===== src/rtl/hex_display_pkg.sv =====
// ---------------------------------------------------------------------------
// hex_display_pkg
// Shared definitions for the hex display path (scanner and hex_ssd users).
//   NIBBLE_W     : width of one hex digit
//   scan_state_t : per-slot scan phase (dead-time gap / digit enabled)
//   DIG_OFF      : all-ones digit-enable pattern of a given width
//                  (active-low enables, so all-ones means every digit dark)
// No ports; import with hex_display_pkg::*.
// ---------------------------------------------------------------------------
package hex_display_pkg;

    localparam int NIBBLE_W = 4;

    typedef enum logic {
        ST_GAP = 1'b0,
        ST_ON  = 1'b1
    } scan_state_t;

    // Builds an all-ones mask of 'width' bits (up to 64) in the low bits.
    // Callers slice the low bits out through a localparam.
    function automatic logic [63:0] DIG_OFF(input int width);
        logic [63:0] v;
        v = '0;
        for (int i = 0; i < 64; i++) begin
            if (i < width) begin
                v[i] = 1'b1;
            end
        end
        return v;
    endfunction

endpackage


===== src/rtl/hex_scan_timer.sv =====
// ---------------------------------------------------------------------------
// hex_scan_timer
// Slot timebase for the digit scanner. A slot counter runs 0..DIV-1 and the
// digit index advances on each wrap, DIGITS-1 back to 0 (the frame boundary).
// A two-phase FSM marks the dead-time gap at the start of every slot.
// Parameters: DIV (cycles per slot), GAP (dead-time cycles), DIGITS.
// Ports:
//   CLK        in   system clock
//   RESETN     in   asynchronous active-low reset
//   cnt_zero   out  high while the slot counter is 0
//   in_gap     out  high while the FSM is in ST_GAP
//   index      out  current digit index
//   frame_wrap out  high on the last cycle of the last slot of a frame
// ---------------------------------------------------------------------------
module hex_scan_timer
    import hex_display_pkg::*;
#(
    parameter int DIV    = 50000,
    parameter int GAP    = 2,
    parameter int DIGITS = 8
) (
    input  logic                      CLK,
    input  logic                      RESETN,
    output logic                      cnt_zero,
    output logic                      in_gap,
    output logic [$clog2(DIGITS)-1:0] index,
    output logic                      frame_wrap
);

    localparam int CW = $clog2(DIV);
    localparam int IW = $clog2(DIGITS);

    logic [CW-1:0] cnt;
    logic [CW-1:0] cnt_next;
    logic [IW-1:0] index_next;
    logic          last_cnt;
    scan_state_t   state;
    scan_state_t   state_next;

    // Terminal counts are compared explicitly because DIV and DIGITS need
    // not be powers of two.
    assign last_cnt   = (cnt == CW'(DIV - 1));
    assign frame_wrap = last_cnt && (index == IW'(DIGITS - 1));
    assign cnt_zero   = (cnt == '0);
    assign in_gap     = (state == ST_GAP);

    // Slot counter and digit index registers.
    always_ff @(posedge CLK or negedge RESETN) begin
        if (!RESETN) begin
            cnt   <= '0;
            index <= '0;
        end else begin
            cnt   <= cnt_next;
            index <= index_next;
        end
    end

    // Next counter/index: wrap the counter at DIV-1 and step the index,
    // wrapping it at DIGITS-1.
    always_comb begin
        cnt_next   = cnt + 1'b1;
        index_next = index;
        if (last_cnt) begin
            cnt_next   = '0;
            index_next = (index == IW'(DIGITS - 1)) ? '0 : index + 1'b1;
        end
    end

    // FSM state register.
    always_ff @(posedge CLK or negedge RESETN) begin
        if (!RESETN) begin
            state <= ST_GAP;
        end else begin
            state <= state_next;
        end
    end

    // Next state follows the next counter value so that the state always
    // agrees with cnt: ST_GAP for cnt < GAP, ST_ON for the rest of the slot.
    always_comb begin
        state_next = ST_ON;
        if (cnt_next < CW'(GAP)) begin
            state_next = ST_GAP;
        end
    end

endmodule


===== src/rtl/hex_digit_scanner.sv =====
// ---------------------------------------------------------------------------
// hex_digit_scanner
// Captures a multi-digit hex word, holds it tear-free and time-multiplexes
// it onto a single shared hex_ssd decoder, one nibble per refresh slot,
// with dead time between digits.
// Parameters: DIGITS (>=2), DIV (cycles per slot, >= GAP+1), GAP (>=1).
// Ports:
//   CLK      in   system clock
//   RESETN   in   asynchronous active-low reset
//   DATA     in   word to display, digit 0 in DATA[3:0]
//   LOAD     in   single-cycle capture strobe for DATA
//   PENDING  out  captured word not yet on display
//   BIN      out  registered nibble for hex_ssd
//   DIG      out  registered active-low one-hot digit enables
// Configuration: define HEX_LZB_EN for leading-zero blanking.
// ---------------------------------------------------------------------------
module hex_digit_scanner
    import hex_display_pkg::*;
#(
    parameter int DIGITS = 8,
    parameter int DIV    = 50000,
    parameter int GAP    = 2
) (
    input  logic                         CLK,
    input  logic                         RESETN,
    input  logic [NIBBLE_W*DIGITS-1:0]   DATA,
    input  logic                         LOAD,
    output logic                         PENDING,
    output logic [NIBBLE_W-1:0]          BIN,
    output logic [DIGITS-1:0]            DIG
);

    localparam int                IW           = $clog2(DIGITS);
    localparam logic [63:0]       DIG_OFF_WIDE = DIG_OFF(DIGITS);
    localparam logic [DIGITS-1:0] DIG_ALL      = DIG_OFF_WIDE[DIGITS-1:0];

    logic [NIBBLE_W*DIGITS-1:0] shadow;
    logic [NIBBLE_W*DIGITS-1:0] shown;
    logic                       cnt_zero;
    logic                       in_gap;
    logic                       frame_wrap;
    logic [IW-1:0]              index;
    logic [NIBBLE_W-1:0]        nib_sel;
    logic [DIGITS-1:0]          dig_on;

    hex_scan_timer #(
        .DIV    (DIV),
        .GAP    (GAP),
        .DIGITS (DIGITS)
    ) u_timer (
        .CLK        (CLK),
        .RESETN     (RESETN),
        .cnt_zero   (cnt_zero),
        .in_gap     (in_gap),
        .index      (index),
        .frame_wrap (frame_wrap)
    );

    // Capture path. The shadow takes every LOAD; the displayed word only
    // changes at a frame boundary, so a frame never mixes two words. A LOAD
    // on the boundary cycle transfers the old shadow and keeps PENDING high.
    always_ff @(posedge CLK or negedge RESETN) begin
        if (!RESETN) begin
            shadow  <= '0;
            shown   <= '0;
            PENDING <= 1'b0;
        end else begin
            if (LOAD) begin
                shadow <= DATA;
            end
            if (frame_wrap && PENDING) begin
                shown <= shadow;
            end
            if (LOAD) begin
                PENDING <= 1'b1;
            end else if (frame_wrap) begin
                PENDING <= 1'b0;
            end
        end
    end

`ifdef HEX_LZB_EN
    logic [DIGITS-1:0] blank;
    logic              upper_zero;

    // A digit is blanked when it and every more significant nibble are zero.
    // Digit 0 is never blanked so a zero word still shows one "0".
    always_comb begin
        blank      = '0;
        upper_zero = 1'b1;
        for (int i = DIGITS - 1; i >= 1; i--) begin
            upper_zero = upper_zero && (shown[NIBBLE_W*i +: NIBBLE_W] == '0);
            blank[i]   = upper_zero;
        end
    end
`endif

    // Select the nibble and one-hot enable for the current digit. With
    // blanking, ORing the mask in turns a blanked digit's low bit back off.
    always_comb begin
        nib_sel = '0;
        dig_on  = DIG_ALL;
        for (int i = 0; i < DIGITS; i++) begin
            if (index == IW'(i)) begin
                nib_sel   = shown[NIBBLE_W*i +: NIBBLE_W];
                dig_on[i] = 1'b0;
            end
        end
`ifdef HEX_LZB_EN
        dig_on = dig_on | blank;
`endif
    end

    // Output registers. BIN reloads only at slot start and is then steady
    // for the whole slot; DIG stays dark through the gap so the decoder
    // has settled on the new BIN before the digit turns on.
    always_ff @(posedge CLK or negedge RESETN) begin
        if (!RESETN) begin
            BIN <= '0;
            DIG <= DIG_ALL;
        end else begin
            if (cnt_zero) begin
                BIN <= nib_sel;
            end
            DIG <= in_gap ? DIG_ALL : dig_on;
        end
    end

endmodule


===== config.mk =====
export PLATFORM = sky130hd
export DESIGN_NAME = hex_digit_scanner
export DESIGN_NICKNAME = d
export VERILOG_FILES = /design/src/rtl/hex_display_pkg.sv /design/src/rtl/hex_scan_timer.sv /design/src/rtl/hex_digit_scanner.sv
export SDC_FILE = /design/constraint.sdc
export NUM_CORES = 1
export LEC_CHECK = 0
export ABC_AREA = 1
export ABC_CLOCK_PERIOD_IN_PS = 1650
export CAP_MARGIN = 20
export CELL_PAD_IN_SITES_DETAIL_PLACEMENT = 1
export CELL_PAD_IN_SITES_GLOBAL_PLACEMENT = 1
export CORE_MARGIN = 3
export CORE_UTILIZATION = 39
export DETAILED_ROUTE_END_ITERATION = 16
export PLACE_DENSITY = 0.76
export SLEW_MARGIN = 20
export SYNTH_ARGS = -nofsm -noshare
export SYNTH_HDL_FRONTEND = slang
export SYNTH_SLANG_ARGS = --single-unit

===== constraint.sdc =====
create_clock -name CLK -period 1.65 [get_ports CLK]
set_input_delay 0.4125 -clock CLK [delete_from_list [all_inputs] [get_ports CLK]]
set_output_delay 0.4125 -clock CLK [all_outputs]
set_load 0.05 [all_outputs]

==> run metrics <==
run status finished with violations; failing checks negative setup slack; share of Yosys cell area claimed by the top area cell type between 40 and 50%; final net count 703; type of the most critical hold path reg2reg; Area growth syn-to-layout 37.0%; remaining antenna violation count 0; R2R Setup Slk -80 ps; number of max-slew violations in the final report 0; horizontal die dimension ~120 um; number of violations of the max-capacitance limit 0; share of cells above drive strength 1 31.9%; global-route wire length before repair 20.5 mm; drt first-iter violations 170; fin crit period roughly 1700 ps; FF+latch count, synth 97; Overall Global Routing Usage 19.8%; overall die height between 100 and 150 um; sequential area share after synthesis 51.5%; endpoint required time on the critical path approximately 2000 ps; detailed-router iteration count before antenna repair 4; CP Max Fanout 5; cell mode on critical path nand2_1; vias per inst roughly 5.0; Startpoint Class flop; standard cell area after detailed placement 0.00568 mm2; worst-margin pin slew 459 ps; PnR worst setup slack -76.0 ps; wire length per cell after detailed routing 16.7 um; Min Hold Slack 486 ps; Peak Freq 0.579 GHz; cell type of the slowest stage on the worst timing path dfrtp_2; number of antenna violations at the first check in global routing 0; headroom to the max-slew limit a little under 70%; number of design rule violations left after detail routing 0; number of global-route vias before repair about 4200; number of instances in the synthesized netlist 572; diode count 0; core area 0.0117 mm2; buffering stage count on the worst path with inverters included 2; period utilisation layout 105%; total standard cell area after synthesis 0.00473 mm2; number of distinct library cells after synthesis 29; worst-case setup slack after placement -187 ps; Crit path max-delay family simple AND/OR/NAND/NOR gates; power density normalized to cell area about 760 mW/mm2; clock transition at the register clock pins on the worst setup and hold paths after CTS around 70 ps; initial core utilization 40.6%; kind of critical path reg2reg; cell-by-cell listing of the critical path ha_2 -> ha_4 -> inv_4 -> o21ai_0 -> inv_1 -> nand2_2 -> nand2_1 -> nand2_1 -> nand2_1 -> nand2_1 -> nand2_1 -> nand2_1 -> nand2_1; number of nets in the synthesized netlist 615; final clock skew 9.61 ps; worst path arrival time 2020 ps; clock tree from TritonCTS built; Boundary Pins 48; number of cell rows 39; final instance area 0.00649 mm2; via count of the routed design 4032; count of yosys warnings during synthesis 0; mean cell area of the mapped netlist 8.28 um2; pin count of the biggest net entering global routing 42; total number of clock tree sinks 97; Fin. Hold Viols 0; endpoint type of the worst setup path flop; estimated wirelength of the detail-placed design 8.99 mm; remaining global-route overflow 0; leak pwr 0.00327 uW; top post-synthesis cells by area dfrtp_1 (47%), nand2_1 (13%), inv_1 (7.4%); worst vdd rail ir drop 0.518 mV; number of filler cells placed in the layout 1350; RSZ-0062 raised after global routing true; final number of setup-violating endpoints 36; sum of routed wire length over all layers 13.5 mm; routability cong. approximately 0.89; number of H-tree levels 3; PortBufs 47; delay of the slowest critical-path stage 460 ps; Die ar. ~0.013 mm2; clock latency on the worst-skew pair 360 ps; number of clock buffers inserted by TritonCTS 9; Yosys top cell by area dfrtp_1; master cell of the clock root buffer clkbuf_16; clk buf depth 2
per-stage QoR:
| step | cells | util [%] | total power (uW) | setup TNS, ps |
|---|---|---|---|---|
| floorplan | 572 | - | 2610 | 0 |
| global placement | 778 | 48.7 | 2780 | -80.0 |
| detailed placement | 778 | 48.7 | 2800 | -580 |
| CTS | 802 | 53.0 | 5000 | -70.5 |
| global route | 808 | 55.6 | 5140 | -5230 |
| finish | 808 | 55.6 | 4960 | -923 |
state kept, by name, indices dropped and copies added, names as in the netlist:
register / flops
PENDING: 1
u_timer.index: 3
shadow: 32
DIG: 8
u_timer.state: 1
BIN: 4
u_timer.cnt: 16
shown: 32
where the power goes:
group	switching (uW)	internal (uW)	leakage (uW)	total (uW)
registers	19.2	2450	0.00124	2470
logic	163	120	0.00188	284
clock network	944	1270	0.000150	2210
cells by family after synthesis:
group | Yosys count | share of synthesized area [%]
and+or+nand+nor | 275 | 25.0
adders and majority gates | 8 | 2.11
AOI/OAI and AO/OA | 75 | 10.7
DFF | 97 | 51.5
xor gates and xnor gates | 1 | 0.185
buffers and inverters | 116 | 10.5
worst register-to-register path, stage by stage, from the launching register on:
cell and delay, ps:
dfrtp_2 460, ha_2 240, ha_4 200, inv_4 80, o21ai_0 80, inv_1 70
nand2_2 50, nand2_1 50, nand2_1 40, nand2_1 70, nand2_1 70, nand2_1 100
nand2_1 80, nand2_1 70
cells in the mapped netlist:
cell type	n
nand3b_1	2
nor3_4	1
nor2_1	46
nand2_4	1
or2_2	2
o21ai_2	33
nor4_1	2
clkinv_1	2
clkbuf_1	8
buf_6	8
dfstp_2	8
nand3_2	1
nand4_1	12
a21oi_1	4
nand2_1	169
inv_1	93
dfrtp_1	89
nand3_1	26
o21bai_1	2
buf_2	2
o21ai_0	36
nor3_1	1
inv_2	2
nand2_2	5
xor2_1	1
ha_1	8
nor2_2	4
clkinv_2	1
nor2_4	3
cell usage in the layout (no fill, tap or decap), types with 2 or more instances in the layout:
| cell | count |
|---|---|
| a21oi_1 | 2 |
| a21oi_2 | 2 |
| buf_12 | 18 |
| buf_4 | 34 |
| buf_6 | 7 |
| clkbuf_1 | 2 |
| clkbuf_16 | 10 |
| clkbuf_8 | 2 |
| clkdlybuf4s50_1 | 32 |
| dfrtp_1 | 84 |
| dfrtp_2 | 5 |
| dfstp_2 | 8 |
| ha_1 | 2 |
| ha_2 | 2 |
| ha_4 | 4 |
| inv_1 | 85 |
| inv_2 | 9 |
| inv_4 | 3 |
| nand2_1 | 133 |
| nand2_2 | 31 |
| nand2_4 | 10 |
| nand3_1 | 16 |
| nand3_2 | 11 |
| nand3b_1 | 2 |
| nand4_1 | 12 |
| nor2_1 | 42 |
| nor2_2 | 5 |
| nor2_4 | 6 |
| o21ai_0 | 35 |
| o21ai_2 | 33 |
| o21bai_1 | 2 |
| or2_2 | 2 |
timing repair:
| action | CTS | global route |
|---|---|---|
| endpoints found under the setup margin | 21 | 40 |
| setup buffers | 6 | 6 |
| cloned | 1 | 1 |
| hold buffers | 1 | 0 |
| endpoints found under the hold margin | 9 | 0 |
| gates resized for setup | 32 | 76 |
| pin swaps | 16 | 15 |
final cells by class:
class	count	area, um2	share of cell area [%]
flip-flops and latches	97	2440	37.7
clock buffers	13	260	4.01
inverters	98	377	5.81
multi-input cells	359	2100	32.3
well taps	143	179	2.76
clock inverters	3	47.5	0.733
repair buffers	95	1080	16.7
routing by layer:
layer / part of all wire, % / GRT usage, %
met5: 0 / 0
met4: 3.3 / 9.67
met3: 2.9 / 3.11
met2: 55 / 35.8
met1: 39 / 22.9
final timing paths:
check                                      start               to  cells after the start
min in group asynchronous                 RESETN  u_timer.cnt[13]                      2
worst min register to register          shown[3]         shown[3]                      2
worst max-delay path            u_timer.index[0]           BIN[3]                     13
worst max register to register  u_timer.index[0]           BIN[3]                     13
worst min-delay path                    shown[3]         shown[3]                      2
max in group asynchronous                 RESETN       shadow[11]                      3
(Power assumes the default switching activity.)
